### src/rtl/dds_sweep_ctrl_pkg.sv
// Shared types for the dds sweep controller: FSM states, sweep modes and the
// default widths used by the controller and its interface.
package dds_sweep_ctrl_pkg;

  localparam int DEF_AW = 32;
  localparam int DEF_DW = 16;

  typedef enum logic [2:0] {
    ST_IDLE  = 3'd0,
    ST_LOAD  = 3'd1,
    ST_DWELL = 3'd2,
    ST_STEP  = 3'd3,
    ST_DONE  = 3'd4
  } state_e;

  typedef enum logic [1:0] {
    MODE_SINGLE = 2'd0,
    MODE_REPEAT = 2'd1,
    MODE_UPDOWN = 2'd2
  } mode_e;

  // The reserved encoding 3 behaves as a single sweep.
  function automatic mode_e decode_mode(input logic [1:0] raw);
    mode_e m;
    case (raw)
      2'd1:    m = MODE_REPEAT;
      2'd2:    m = MODE_UPDOWN;
      default: m = MODE_SINGLE;
    endcase
    return m;
  endfunction

endpackage

### src/rtl/dds_sweep_ctrl_if.sv
// Config/strobe inputs and dds-facing outputs of one sweep controller.
//
// Handshake: there is no back-pressure. i_start and i_abort are one-cycle
// strobes sampled on the rising clock edge; the config fields only need to be
// valid in the cycle i_start is high. o_update is a one-cycle strobe and
// o_increment is valid in that same cycle; the dds must take it unconditionally.
interface dds_sweep_ctrl_if #(
  parameter int AW = 32,
  parameter int DW = 16
);
  logic          i_ce;
  logic          i_start;
  logic          i_abort;
  logic [1:0]    i_mode;
  logic [AW-2:0] i_f_start;
  logic [AW-2:0] i_f_stop;
  logic [AW-2:0] i_f_step;
  logic [DW-1:0] i_dwell;
  logic [AW-2:0] o_increment;
  logic          o_update;
  logic          o_busy;
  logic          o_done;

  modport master (
    output i_ce, i_start, i_abort, i_mode, i_f_start, i_f_stop, i_f_step, i_dwell,
    input  o_increment, o_update, o_busy, o_done
  );

  modport slave (
    input  i_ce, i_start, i_abort, i_mode, i_f_start, i_f_stop, i_f_step, i_dwell,
    output o_increment, o_update, o_busy, o_done
  );
endinterface

### src/rtl/dds_sweep_ctrl_dwell_timer.sv
// Dwell down-counter: loaded with max(dwell,1), decrements on enabled cycles,
// and flags expiry during the enabled cycle that would take it from 1 to 0.
module dds_dwell_timer #(
  parameter int dwell_width = 16
) (
  input  logic                   i_clk,
  input  logic                   i_reset,
  input  logic                   i_clear,
  input  logic                   i_load,
  input  logic                   i_ce,
  input  logic [dwell_width-1:0] i_dwell,
  output logic                   o_expire
);

  localparam logic [dwell_width-1:0] ONE = dwell_width'(1);

  logic [dwell_width-1:0] count_q, count_d;

  // Next count: clear beats load, load beats decrement.
  always_comb begin
    count_d = count_q;
    if (i_clear) begin
      count_d = '0;
    end else if (i_load) begin
      count_d = (i_dwell == '0) ? ONE : i_dwell;
    end else if (i_ce && (count_q != '0)) begin
      count_d = count_q - ONE;
    end
  end

  assign o_expire = i_ce && (count_q == ONE);

  // Count register.
  always_ff @(posedge i_clk or posedge i_reset) begin
    if (i_reset) begin
      count_q <= '0;
    end else begin
      count_q <= count_d;
    end
  end

endmodule

### src/rtl/dds_sweep_ctrl.sv
// Frequency sweep sequencer feeding a dds increment/update pair. Steps the
// increment from a start value toward a stop value, holding each value for a
// programmable number of enabled cycles, in single, sawtooth or triangle mode.
module dds_sweep_ctrl
  import dds_sweep_ctrl_pkg::*;
#(
  parameter int accumulator_width = DEF_AW,
  parameter int dwell_width       = DEF_DW
) (
  input  logic            i_clk,
  input  logic            i_reset,
  dds_sweep_ctrl_if.slave bus,
  output state_e          o_dbg_state
);

  localparam int IW = accumulator_width - 1;
  localparam int DW = dwell_width;

  state_e        state_q, state_d;
  mode_e         mode_q, mode_d;
  logic [IW-1:0] start_q, start_d;
  logic [IW-1:0] stop_q, stop_d;
  logic [IW-1:0] step_q, step_d;
  logic [IW-1:0] inc_q, inc_d;
  logic [DW-1:0] dwell_q, dwell_d;
  logic          dir_down_q, dir_down_d;
  logic          tgt_stop_q, tgt_stop_d;
  logic          upd_q, upd_d;
  logic          busy_q, busy_d;
  logic          done_q, done_d;

  logic          tmr_load, tmr_clear, tmr_ce, tmr_expire;
  logic [IW-1:0] target, rev_target, fwd_next, rev_next;

  // One step from cur toward tgt, computed one bit wider so that a carry or
  // borrow lands on tgt instead of wrapping around past it.
  function automatic logic [IW-1:0] step_toward(input logic [IW-1:0] cur,
                                                input logic [IW-1:0] tgt,
                                                input logic [IW-1:0] stp,
                                                input logic          down);
    logic [IW:0]   wide;
    logic [IW-1:0] res;
    if (down) begin
      wide = {1'b0, cur} - {1'b0, stp};
      res  = (wide[IW] || (wide[IW-1:0] < tgt)) ? tgt : wide[IW-1:0];
    end else begin
      wide = {1'b0, cur} + {1'b0, stp};
      res  = (wide >= {1'b0, tgt}) ? tgt : wide[IW-1:0];
    end
    return res;
  endfunction

  // Current endpoint being approached, and the one used after a triangle turn.
  assign target     = tgt_stop_q ? stop_q : start_q;
  assign rev_target = tgt_stop_q ? start_q : stop_q;
  assign fwd_next   = step_toward(inc_q, target, step_q, dir_down_q);
  assign rev_next   = step_toward(inc_q, rev_target, step_q, !dir_down_q);
  assign tmr_ce     = bus.i_ce && (state_q == ST_DWELL);

  // Next-state, config latch and registered-output logic.
  always_comb begin
    state_d    = state_q;
    mode_d     = mode_q;
    start_d    = start_q;
    stop_d     = stop_q;
    step_d     = step_q;
    dwell_d    = dwell_q;
    dir_down_d = dir_down_q;
    tgt_stop_d = tgt_stop_q;
    inc_d      = inc_q;
    upd_d      = 1'b0;
    busy_d     = busy_q;
    done_d     = 1'b0;
    tmr_load   = 1'b0;
    tmr_clear  = 1'b0;
    if (bus.i_abort) begin
      // Abort wins over everything, including a simultaneous start.
      state_d   = ST_IDLE;
      busy_d    = 1'b0;
      tmr_clear = 1'b1;
    end else begin
      case (state_q)
        ST_IDLE: begin
          if (bus.i_start) begin
            mode_d     = decode_mode(bus.i_mode);
            start_d    = bus.i_f_start;
            stop_d     = bus.i_f_stop;
            step_d     = bus.i_f_step;
            dwell_d    = bus.i_dwell;
            dir_down_d = (bus.i_f_stop < bus.i_f_start);
            tgt_stop_d = 1'b1;
            inc_d      = bus.i_f_start;
            upd_d      = 1'b1;
            busy_d     = 1'b1;
            state_d    = ST_LOAD;
          end
        end
        ST_LOAD, ST_STEP: begin
          // The update strobe is visible this cycle; arm the dwell.
          tmr_load = 1'b1;
          state_d  = ST_DWELL;
        end
        ST_DWELL: begin
          if (tmr_expire) begin
            if (inc_q == target) begin
              case (mode_q)
                MODE_REPEAT: begin
                  inc_d   = start_q;
                  upd_d   = 1'b1;
                  state_d = ST_LOAD;
                end
                MODE_UPDOWN: begin
                  dir_down_d = !dir_down_q;
                  tgt_stop_d = !tgt_stop_q;
                  inc_d      = rev_next;
                  upd_d      = 1'b1;
                  state_d    = ST_STEP;
                end
                default: begin
                  done_d  = 1'b1;
                  busy_d  = 1'b0;
                  state_d = ST_DONE;
                end
              endcase
            end else if (step_q == '0) begin
              // Zero step can never reach the target: keep dwelling silently.
              tmr_load = 1'b1;
            end else begin
              inc_d   = fwd_next;
              upd_d   = 1'b1;
              state_d = ST_STEP;
            end
          end
        end
        ST_DONE: begin
          state_d = ST_IDLE;
        end
        default: begin
          state_d = ST_IDLE;
          busy_d  = 1'b0;
        end
      endcase
    end
  end

  // State, config and output registers.
  always_ff @(posedge i_clk or posedge i_reset) begin
    if (i_reset) begin
      state_q    <= ST_IDLE;
      mode_q     <= MODE_SINGLE;
      start_q    <= '0;
      stop_q     <= '0;
      step_q     <= '0;
      dwell_q    <= '0;
      dir_down_q <= 1'b0;
      tgt_stop_q <= 1'b1;
      inc_q      <= '0;
      upd_q      <= 1'b0;
      busy_q     <= 1'b0;
      done_q     <= 1'b0;
    end else begin
      state_q    <= state_d;
      mode_q     <= mode_d;
      start_q    <= start_d;
      stop_q     <= stop_d;
      step_q     <= step_d;
      dwell_q    <= dwell_d;
      dir_down_q <= dir_down_d;
      tgt_stop_q <= tgt_stop_d;
      inc_q      <= inc_d;
      upd_q      <= upd_d;
      busy_q     <= busy_d;
      done_q     <= done_d;
    end
  end

  dds_dwell_timer #(
    .dwell_width(DW)
  ) u_dwell (
    .i_clk   (i_clk),
    .i_reset (i_reset),
    .i_clear (tmr_clear),
    .i_load  (tmr_load),
    .i_ce    (tmr_ce),
    .i_dwell (dwell_q),
    .o_expire(tmr_expire)
  );

  assign bus.o_increment = inc_q;
  assign bus.o_update    = upd_q;
  assign bus.o_busy      = busy_q;
  assign bus.o_done      = done_q;
  assign o_dbg_state     = state_q;

endmodule

### src/flat_wrapper.sv
// flat-port wrapper written by rule: the top's interface ports become plain ports
module dds_sweep_ctrl_flat import dds_sweep_ctrl_pkg::*;
#(
  parameter int accumulator_width = DEF_AW,
  parameter int dwell_width       = DEF_DW
)
  (i_clk, i_reset, o_dbg_state, bus_i_ce, bus_i_start, bus_i_abort, bus_i_mode, bus_i_f_start, bus_i_f_stop, bus_i_f_step, bus_i_dwell, bus_o_increment, bus_o_update, bus_o_busy, bus_o_done);
  dds_sweep_ctrl_if #(.AW((32)), .DW((16))) bus_i ();
  input  logic i_clk;
  input  logic i_reset;
  output state_e o_dbg_state;
  input wire logic [$bits(bus_i.i_ce)-1:0] bus_i_ce;
  input wire logic [$bits(bus_i.i_start)-1:0] bus_i_start;
  input wire logic [$bits(bus_i.i_abort)-1:0] bus_i_abort;
  input wire logic [$bits(bus_i.i_mode)-1:0] bus_i_mode;
  input wire logic [$bits(bus_i.i_f_start)-1:0] bus_i_f_start;
  input wire logic [$bits(bus_i.i_f_stop)-1:0] bus_i_f_stop;
  input wire logic [$bits(bus_i.i_f_step)-1:0] bus_i_f_step;
  input wire logic [$bits(bus_i.i_dwell)-1:0] bus_i_dwell;
  output wire logic [$bits(bus_i.o_increment)-1:0] bus_o_increment;
  output wire logic [$bits(bus_i.o_update)-1:0] bus_o_update;
  output wire logic [$bits(bus_i.o_busy)-1:0] bus_o_busy;
  output wire logic [$bits(bus_i.o_done)-1:0] bus_o_done;
  assign bus_i.i_ce = bus_i_ce;
  assign bus_i.i_start = bus_i_start;
  assign bus_i.i_abort = bus_i_abort;
  assign bus_i.i_mode = bus_i_mode;
  assign bus_i.i_f_start = bus_i_f_start;
  assign bus_i.i_f_stop = bus_i_f_stop;
  assign bus_i.i_f_step = bus_i_f_step;
  assign bus_i.i_dwell = bus_i_dwell;
  assign bus_o_increment = bus_i.o_increment;
  assign bus_o_update = bus_i.o_update;
  assign bus_o_busy = bus_i.o_busy;
  assign bus_o_done = bus_i.o_done;
  dds_sweep_ctrl #(.accumulator_width(accumulator_width), .dwell_width(dwell_width)) u_core (.i_clk(i_clk), .i_reset(i_reset), .bus(bus_i), .o_dbg_state(o_dbg_state));
endmodule
### config.mk
export PLATFORM = sky130hd
export DESIGN_NAME = dds_sweep_ctrl_flat
export DESIGN_NICKNAME = d
export VERILOG_FILES = /design/src/rtl/dds_sweep_ctrl_pkg.sv /design/src/rtl/dds_sweep_ctrl_if.sv /design/src/rtl/dds_sweep_ctrl_dwell_timer.sv /design/src/rtl/dds_sweep_ctrl.sv /design/src/flat_wrapper.sv
export SDC_FILE = /design/constraint.sdc
export NUM_CORES = 1
export LEC_CHECK = 0
export BUFFER_PORTS_ARGS = -buffer_cell sky130_fd_sc_hd__buf_2
export CAP_MARGIN = 20
export CORE_AREA = 8 8 207 209
export DETAILED_ROUTE_END_ITERATION = 12
export DIE_AREA = 0 0 215 217
export GPL_TIMING_DRIVEN = 0
export PLACE_DENSITY_LB_ADDON = 0.2
export SYNTH_ARGS = -nofsm -noshare
export SYNTH_HDL_FRONTEND = slang
export SYNTH_SLANG_ARGS = --single-unit
### constraint.sdc
create_clock -name i_clk -period 6.8 [get_ports i_clk]
set_clock_uncertainty 0.05 [all_clocks]
set_input_delay 1.02 -clock i_clk [delete_from_list [all_inputs] [get_ports i_clk]]
set_output_delay 1.02 -clock i_clk [all_outputs]
set_load 0.005 [all_outputs]
# Word level (Yosys, flattened, before mapping)
# Index checks and enable logic that the tools add are counted.
# word_totals
register_bits	166
input_bits	116
output_inout_bits	37
elab_cells	124
# classes
addsub	3
magnitude_cmp	5
eq_ne	22
n_mux	59
bitwise_logic	1
reduce_logical	21
# ops
op	n
31-bit two-way mux	12
31-bit case mux with 2 select lines	2
31-bit less-than comparator	3
32-bit by 31-bit >= comparator with 1-bit output	2
16-bit two-way mux	4
31-bit by 31-bit adder with 32-bit output	1
31-bit by 31-bit subtractor with 32-bit output	1
31-bit equality test	1
31-bit zero test	1
1-bit two-way mux	28
16-bit by 1-bit equality test with 1-bit output (second input constant)	1
16-bit zero test	1
16-bit nonzero test	1
16-bit by 1-bit subtractor with 16-bit output (second input constant)	1
3-bit two-way mux	5
3-bit != test (second input constant)	4
6-bit AND reduction	2
3-bit case mux with 3 select lines	1
4-bit != test (second input constant)	2
1-bit case mux with 2 select lines	4
3-bit by 2-bit equality test with 1-bit output (second input constant)	2
2-bit != test (second input constant)	3
3-bit case mux with 2 select lines	1
3-bit AND reduction	2
other kinds (18)	26

# Longest topological paths before layout
# Gate-level depths: netlist (run 1).
# depth
word_depth	9
ltp_mapped	25
depth_no_buf	22

# Hierarchy
# From an unflattened synthesis (run 1), not the netlist that was laid out.
# unflattened
cells_unflattened	2180
hier_area_um2	17267.8
# modules_own_cells
module	n_inst	cells_per_inst	area_each_um2	seq_area_each_um2
dds_sweep_ctrl	1	2057	16164.3	3754.9
dds_dwell_timer	1	123	1103.6	400.4

# Least setup slack after synthesis (run 1)
# OpenSTA, ideal clock, no wires.
# synth_timing
path_kind	flip-flop to flip-flop
startpoint	register u_core.inc_q[0], in the netlist u_core.bus.o_increment[0]
endpoint	register u_core.inc_q[20], in the netlist u_core.bus.o_increment[20]
setup_ps	129
t_arrival_ps	5587
required_ps	6621
setup_slack_ps	1035
stages_incl_launch_ff	23
n_path_buf	2
synth_period_minus_slack_ps	5765
cell_sequence	dfrtp_1 inv_1 ha_1 inv_1 fa_1 a21o_1 a31o_2 a311oi_1 o21ai_0 o21a_1 o31ai_1 inv_1 ha_1 nand4_1 nor3_1 or4b_2 o211a_1 nor2_1 buf_2 buf_2 o21ai_0 a221oi_1 a21oi_1
# synth_via
elab_chain_len	9
elab_cells_between_ends	23
classes_between	2 x add/sub; 4 x order compare; 3 x eq/ne; 11 x mux; 3 x reduce/logical
# synth_rtl
element	line	text
start: declaration	dds_sweep_ctrl.sv:24	logic [IW-1:0] inc_q, inc_d;
start signal: assignment	dds_sweep_ctrl.sv:170	inc_q <= inc_d;
31-bit by 31-bit subtractor with 32-bit output	dds_sweep_ctrl.sv:44	wide = {1'b0, cur} - {1'b0, stp};
31-bit less-than comparator	dds_sweep_ctrl.sv:45	res = (wide[IW] || (wide[IW-1:0] < tgt)) ? tgt : wide[IW-1:0];
1-bit logical OR	dds_sweep_ctrl.sv:45	
31-bit two-way mux	dds_sweep_ctrl.sv:45	
31-bit two-way mux	dds_sweep_ctrl.sv:43	if (down) begin
31-bit case mux with 2 select lines or 31-bit two-way mux (tied branches)	dds_sweep_ctrl.sv:106, dds_sweep_ctrl.sv:125	
31-bit two-way mux	dds_sweep_ctrl.sv:105	if (inc_q == target) begin
31-bit two-way mux	dds_sweep_ctrl.sv:104	if (tmr_expire) begin
31-bit case mux with 2 select lines	dds_sweep_ctrl.sv:82	case (state_q)
# Several ways; a longest one is shown, not always the timed one. The select of a mux whose other input is x is not followed.
# A chain may end at the register's enable or synchronous reset.

# Worst setup path in the final report (run 1)
# layout_timing
startpoint	register u_core.inc_q[17], in the netlist u_core.bus.o_increment[17]
endpoint	register u_core.inc_q[14], in the netlist u_core.bus.o_increment[14]
# The elaborated chain is that of the path after synthesis.

==> results.sh, run 1 <==
export IMPL_dpl_cell_area_um2=19000
export IMPL_cts_inserted_buffers=17
export IMPL_initial_core_util_pct=44.4
export IMPL_layoutNonFillerInstCount=2940
export IMPL_dieArea_um2=46700
export IMPL_crit_path_max_incr_delay_ns=0.62
export IMPL_end_kind="flop"
export IMPL_path_depth=22
export IMPL_drc_errors=0
export IMPL_dpl_hpwl_mm=64.1
export IMPL_netlist_cell_type_count=77
export IMPL_rows=73
export IMPL_worstSetupPathType="flop to flop"
export IMPL_final_max_slew_viol_count=0
export IMPL_use_met3_pct=7.24
export IMPL_drv_cap=0
export IMPL_required_ns=7.11
export IMPL_crit_family="simple AND/OR/NAND/NOR gates"
export IMPL_cts_sinks=166
export IMPL_synth_edff_count=0
export IMPL_core_um2=39500
export IMPL_grt_util_all_layers_pct=33.4
export IMPL_drt_pass1_iterations=6
export IMPL_area_growth_pct=13.8
export IMPL_worstReg2RegEnd="u_core.bus.o_increment[14]$_DFFE_PP0P_"
export IMPL_yosysSeqAreaShare_pct=23.7
export IMPL_synth_cells=2214
export IMPL_io_buffer_count=152
export IMPL_ios=153
export IMPL_fmax_mhz=150
export IMPL_reg2reg_slack_ns=0.13
export IMPL_synth_seq_cells=166
export IMPL_worst_path_buf_inv=4
export IMPL_post_drt_wl_per_cell_um=27.3
export IMPL_worst_setup_path_start_kind="flop"
export IMPL_cp_arrival_ns=6.98
export IMPL_cts_tree="yes"
export IMPL_finalInstanceArea_um2=19900
export IMPL_avgSynthCellArea_um2=7.92
export IMPL_grt_pass1_vias=18100
export IMPL_vias=18300
export IMPL_hold_viol=0
export IMPL_layout_commonest_cell="nand2_1"
export IMPL_rr_startpoint="u_core.bus.o_increment[17]$_DFFE_PP0P_"
export IMPL_antenna_found_initial=1
export IMPL_period_needed_ns=6.67
export IMPL_totalWireLength_mm=80.2
export IMPL_rsz0062_at_grt="true"
export IMPL_hold_path_class="flop to flop"
export IMPL_grt_max_degree=122
export IMPL_via_per_inst=6.24
export IMPL_synth_fp_nets=2551
export IMPL_maxSlewHeadroom_pct=19.4
export IMPL_antenna_cells=0
export IMPL_cts_buffer_depth=2
export IMPL_rr_worst_depth=22
export IMPL_synthesis_area_um2=17500
export IMPL_finalNetCount=2740
export IMPL_final_cell_mix="nand2_1, ha_1, buf_2"
export IMPL_ant_nets=0
export IMPL_grt_met1_usage_pct=44.9
export IMPL_routabilityCongestion=1.00
export IMPL_ys_warn_count=0
export IMPL_crit_slowest_cell="or4_1"
export IMPL_drt_initial_drc_count=2066
export IMPL_timing_critical_path_cells="ha_1, clkbuf_1, or3_1, nor2_1, nand2_1, a21o_1, a2111o_1, and3b_1, or4_1, ha_1, nand4_1, nor2_1, a21boi_0, or3_1, a2111oi_4, o211ai_1, buf_4, buf_4, buf_4, mux2i_1, a221oi_2, a22oi_1"
export IMPL_crit_top_cell="buf_4"
export IMPL_setup_violations_final=0
export IMPL_status="finished, final reports clean"
export IMPL_critPathMaxFanout=10
export IMPL_synth_top_cell_area_share_pct=23.6
export IMPL_die_h_um=217
export IMPL_clkTransAtPathRegs_ns=0.09
export IMPL_holdWs_ns=0.441
export IMPL_grt_use_met2_pct=51.0
export IMPL_power_per_cell_area_nw_per_um2=463
export IMPL_cts_htree_levels=4
export IMPL_async_reset_ff_share_pct=100
export IMPL_tightest_slew_ns=1.21
export IMPL_die_w_um=215
export IMPL_layout_drive_gt1_share_pct=13.0
export IMPL_worstSkewPairLatency_ns=0.51
export IMPL_period_share_pct=98.1
export IMPL_ir_drop_uv=200
export IMPL_ctsRootBufferMaster="clkbuf_16"
export IMPL_grt_pass1_wl_mm=117
export IMPL_busiest_layer="met2"
export IMPL_endpoint="u_core.bus.o_increment[14]$_DFFE_PP0P_"
export IMPL_dp_cells=2895
export IMPL_synth_area_leaders="dfrtp_1, ha_1, nand2_1"
export IMPL_yosys_area_top_type="dfrtp_1"
export IMPL_leakage_nw=9.47
export IMPL_ys_flop_type="dfrtp_1"
export IMPL_gr_total_overflow=0
export IMPL_worstSetupStartpoint="u_core.bus.o_increment[17]$_DFFE_PP0P_"
[cell usage after synthesis (7+ instances only)]
master,instances
o221ai_1,10
dfrtp_1,165
o2111ai_1,9
o22ai_1,9
a22oi_1,18
mux2_2,21
a31oi_1,16
nand2_1,328
and3_1,7
and2_1,9
o211ai_1,30
or3_1,8
a2111oi_0,7
buf_2,17
ha_1,219
nor4_1,26
inv_1,148
mux2i_1,108
clkbuf_1,71
a211o_1,12
nor2_1,143
or4_1,7
a211oi_1,28
xnor2_1,83
o21a_1,12
a21oi_1,153
nor2b_1,27
o311ai_0,15
a21o_1,47
mux2i_2,10
xor2_1,10
o21ai_0,160
nand3_1,45
nand3b_1,12
nor3_1,34
nand4_1,38
nand2b_1,16
a221oi_1,9
o21bai_1,13
o31ai_1,16
buf_1,11
[stage by stage]
| stage | setup TNS, ns | utilization [%] | setup WS (ns) | total power [mW] |
|---|---|---|---|---|
| 6_report | 0 | 50.5 | 0.131 | 9.24 |
| 2_1_floorplan | 0 | - | 1.03 | 5.51 |
| 3_3_place_gp | -240.78 | 48.0 | -1.62 | 7.57 |
| 3_5_place_dp | -38.59 | 48.2 | -1.59 | 7.69 |
| 4_1_cts | 0 | 50.1 | 0.0163 | 8.90 |
| 5_1_grt | -0.0484 | 50.5 | -0.0408 | 9.74 |
[routing by layer]
metal / vias up / share of wire, %
met5: - / 0
met4: 0 / 4.6
met3: 170 / 9.0
met2: 950 / 43
met1: 8857 / 43
li1: 8357 / -
[logic make-up after synthesis]
| kind of cell | Yosys count | share of synthesized area [%] |
|---|---|---|
| AOI/OAI and AO/OA | 619 | 23.0 |
| xor gates and xnor gates | 93 | 4.65 |
| adders and majority gates | 222 | 15.9 |
| buffers and inverters | 262 | 6.01 |
| DFF | 166 | 23.7 |
| muxes | 139 | 8.30 |
| and+or+nand+nor | 713 | 18.4 |
[what timing repair did]
action | 4_1_cts | 5_1_grt
pin swaps | 2 | 3
setup buffers | 4 | 9
hold buffers | 0 | 0
gates resized for setup | 38 | 23
setup endpoints to repair | 31 | 31
[state kept, by name (all words and copies together), names as in the netlist]
signal,flops
u_core.stop_q,31
u_core.u_dwell.count_q,16
u_core.tgt_stop_q,1
u_core.bus.o_busy,1
u_core.dwell_q,16
u_core.bus.o_done,1
u_core.step_q,31
u_core.bus.o_update,1
u_core.start_q,31
u_core.dir_down_q,1
u_core.o_dbg_state,3
u_core.bus.o_increment,31
u_core.mode_q,2
[tightest hold or removal path: stages (launching register included)]
cell and delay (ns):
dfrtp_1 0.34, nand2_1 0.06, nand2_1 0.06
[power by group]
part	switching (mW)	internal [mW]	leakage (nW)
sequential	0.298	1.16	2.06
clock	0.498	0.550	0.288
combinational	4.35	2.37	7.12
total	5.15	4.09	9.47
[area by class of cell]
type / count / area, um^2
fill: 3989 / 19500
multi-input combinational: 1786 / 12500
sequential: 166 / 4160
timing repair buffer: 170 / 917
tap: 525 / 657
inverter: 154 / 586
buffer: 108 / 500
clock buffer: 21 / 480
clock inverter: 10 / 110
[worst min-delay path by stage]
stage,start,endpoint,slack [ns],cells past startpoint
after floorplan,u_core.dwell_q[0]$_DFFE_PP0P_,u_core.dwell_q[0]$_DFFE_PP0P_,0.40,2
after global placement,u_core.dwell_q[0]$_DFFE_PP0P_,u_core.dwell_q[0]$_DFFE_PP0P_,0.41,2
after detailed placement,u_core.dwell_q[0]$_DFFE_PP0P_,u_core.dwell_q[0]$_DFFE_PP0P_,0.43,2
after CTS,u_core.dwell_q[0]$_DFFE_PP0P_,u_core.dwell_q[0]$_DFFE_PP0P_,0.45,2
after global routing,u_core.dwell_q[0]$_DFFE_PP0P_,u_core.dwell_q[0]$_DFFE_PP0P_,0.46,2
final,u_core.dwell_q[0]$_DFFE_PP0P_,u_core.dwell_q[0]$_DFFE_PP0P_,0.44,2
No activity file was read; power rests on OpenSTA's default activity.
==> run 2, diff against run 1 <==
--- a/config.mk
+++ b/config.mk
@@ -7,11 +7,12 @@
 export LEC_CHECK = 0
 export BUFFER_PORTS_ARGS = -buffer_cell sky130_fd_sc_hd__buf_2
 export CAP_MARGIN = 20
-export CORE_AREA = 8 8 207 209
+export CORE_AREA = 8 8 205 207
 export DETAILED_ROUTE_END_ITERATION = 12
-export DIE_AREA = 0 0 215 217
+export DIE_AREA = 0 0 213 215
 export GPL_TIMING_DRIVEN = 0
 export PLACE_DENSITY_LB_ADDON = 0.2
 export SYNTH_ARGS = -nofsm -noshare
 export SYNTH_HDL_FRONTEND = slang
+export SYNTH_HIERARCHICAL = 1
 export SYNTH_SLANG_ARGS = --single-unit
==> results.sh, run 2 <==
export IMPL_routabilityCongestion=1.01
export IMPL_ir_drop_uv=301
export IMPL_period_share_pct=98.1
export IMPL_ant_nets=0
export IMPL_drv_cap=0
export IMPL_die_h_um=215
export IMPL_grt_max_degree=77
export IMPL_worstSkewPairLatency_ns=0.51
export IMPL_grt_pass1_vias=17600
export IMPL_worstSetupPathType="flop to flop"
export IMPL_synthesis_area_um2=17300
export IMPL_synth_cells=2180
export IMPL_timing_setup_tns_ns=0
export IMPL_die_w_um=213
export IMPL_synth_edff_count=0
export IMPL_final_cell_mix="nand2_1, ha_1, dfrtp_1"
export IMPL_highest_layer="met5"
export IMPL_end_kind="flop"
export IMPL_cts_htree_levels=4
export IMPL_wl_met3_mm=5.61
export IMPL_netlist_cell_type_count=89
export IMPL_dieArea_um2=45800
export IMPL_drt_pass1_iterations=8
export IMPL_area_growth_pct=12.4
export IMPL_cts_sinks=166
export IMPL_drc_errors=0
export IMPL_initial_core_util_pct=44.3
export IMPL_avgSynthCellArea_um2=7.92
export IMPL_synth_fp_nets=2518
export IMPL_ys_warn_count=6
export IMPL_cp_arrival_ns=7.04
export IMPL_layout_commonest_cell="nand2_1"
export IMPL_hold_viol=0
export IMPL_final_max_slew_viol_count=0
export IMPL_cts_inserted_buffers=17
export IMPL_ctsRootBufferMaster="clkbuf_16"
export IMPL_post_cts_buffers=0
export IMPL_period_needed_ns=6.67
export IMPL_totalWireLength_mm=79.2
export IMPL_critPathMaxFanout=10
export IMPL_antenna_cells=0
export IMPL_cts_buffer_depth=2
export IMPL_maxSlewHeadroom_pct=20.5
export IMPL_met2_length_mm=36.0
export IMPL_required_ns=7.17
export IMPL_grt_util_all_layers_pct=34.1
export IMPL_core_um2=39000
export IMPL_layoutNonFillerInstCount=2888
export IMPL_cts_tree="yes"
export IMPL_async_reset_ff_share_pct=100
export IMPL_leakage_nw=8.94
export IMPL_worst_setup_path_start_kind="flop"
export IMPL_total_power_mw=10.5
export IMPL_setup_violations_final=0
export IMPL_ys_flop_type="dfrtp_1"
export IMPL_tightest_slew_ns=1.19
export IMPL_post_route_worst_setup_slack_ns=0.127
export IMPL_dpl_hpwl_mm=63.9
export IMPL_drt_initial_drc_count=1996
export IMPL_fmax_mhz=150
export IMPL_layout_drive_gt1_share_pct=12.8
export IMPL_pre_cts_slack_ns=-0.224
export IMPL_io_buffer_count=152
export IMPL_antenna_found_initial=1
export IMPL_yosysMostFrequentCell="nand2_1"
export IMPL_synth_seq_cells=166
export IMPL_rows=73
export IMPL_post_drt_wl_per_cell_um=27.4
export IMPL_yosys_area_top_type="dfrtp_1"
export IMPL_via_per_inst=6.34
export IMPL_power_per_cell_area_nw_per_um2=542
export IMPL_netlist_top_cells_count="nand2_1, ha_1, dfrtp_1"
export IMPL_drt_met1_wl_mm=33.4
export IMPL_synth_top_cell_area_share_pct=23.9
export IMPL_finalNetCount=2688
export IMPL_clkTransAtPathRegs_ns=0.08
export IMPL_gr_total_overflow=0
export IMPL_grt_pass1_wl_mm=116
export IMPL_hold_path_class="flop to flop"
export IMPL_yosysSeqAreaShare_pct=24.1
export IMPL_status="finished, final reports clean"
export IMPL_vias=18300
export IMPL_ios=153
export IMPL_synth_area_leaders="dfrtp_1, ha_1, nand2_1"
export IMPL_dp_cells=2859
==> run 2: changes by cell type after synthesis, sizes merged, moves of 12 or more <==
cell    before  now
nand2      328  314
clkbuf      71   91
a21oi      153  140
or3          8   20
mux2i      118   64
a21o        47   35
buf         37   20
nor3        34   61
o21ai      163  175
a22oi       18    5
inv        149  130
a211oi      29   58
a311oi       5   17
==> run 2: power by group <==
part	switching [mW]	internal, mW	total, mW
clock network	0.492	0.530	1.02
logic	5.29	2.65	7.94
registers	0.363	1.19	1.55
==> run 2: through the flow <==
stage | hold slack [ns] | cell area, um^2 | utilization [%]
4_1_cts | 0.467 | 19300 | 49.6
2_1_floorplan | 0.398 | 17300 | -
5_1_grt | 0.491 | 19400 | 49.8
6_report | 0.465 | 19400 | 49.8
3_5_place_dp | 0.449 | 18700 | 48.0
3_3_place_gp | 0.419 | 18700 | 47.9
==> run 2: layout make-up <==
cell class,instances,area (um^2)
plain buffers,108,462
clock inverters,12,119
well taps,525,657
clock buffers,20,457
fillers,3998,19600
inverters,131,499
repair buffers,154,793
multi-input cells,1772,12300
flip-flops and latches,166,4160
==> run 2: metal layers <==
| metal | up-vias | GRT usage, % |
|---|---|---|
| met5 | - | 0 |
| met3 | 203 | 5.59 |
| met4 | 2 | 16.9 |
| met2 | 882 | 53.4 |
| met1 | 8905 | 44.9 |
| li1 | 8321 | - |
==> run 2: final timing paths <==
path	end	cells after the start	slack, ns	startpoint
worst min register to register	u_core/dwell_q[0]$_DFFE_PP0P_	2	0.46	u_core/dwell_q[0]$_DFFE_PP0P_
max in group asynchronous	u_core/bus.o_increment[4]$_DFFE_PP0P_	3	5.35	i_reset
worst max register to register	u_core/bus.o_increment[13]$_DFFE_PP0P_	22	0.13	u_core/bus.o_increment[3]$_DFFE_PP0P_
worst min-delay path	u_core/dwell_q[0]$_DFFE_PP0P_	2	0.46	u_core/dwell_q[0]$_DFFE_PP0P_
worst max-delay path	u_core/bus.o_increment[13]$_DFFE_PP0P_	22	0.13	u_core/bus.o_increment[3]$_DFFE_PP0P_
min in group asynchronous	u_core/dwell_q[2]$_DFFE_PP0P_	2	0.52	i_reset
==> run 2: repair_timing <==
action	CTS	global route
cloned	0	0
setup endpoints to repair	25	30
resized for setup	6	38
endpoints found under the hold margin	0	0
hold buffers	0	0
==> run 2: worst max-delay path, cell delays in order (launching register included) <==
cell and delay (ns):
dfrtp_1 0.52, ha_1 0.35, clkbuf_1 0.22, nor2_1 0.14
o211ai_1 0.20, a2111o_1 0.46, nand4_1 0.21, a41o_1 0.44
a21oi_1 0.17, xnor2_1 0.49, inv_1 0.20, ha_1 0.34
o21ai_0 0.08, nand2b_1 0.10, a21oi_1 0.12, o31a_1 0.30
a41o_1 0.22, nand3_1 0.39, clkbuf_1 0.69, inv_1 0.32
o211ai_1 0.25, a21oi_1 0.10, nor4_1 0.23
==> run 2: cells by family after synthesis <==
group | synth area share, %
buffers and inverters | 5.49
xor gates and xnor gates | 4.36
adders and majority gates | 16.2
and+or+nand+nor | 20.7
muxes | 4.98
AOI/OAI and AO/OA | 24.2
DFF | 24.1
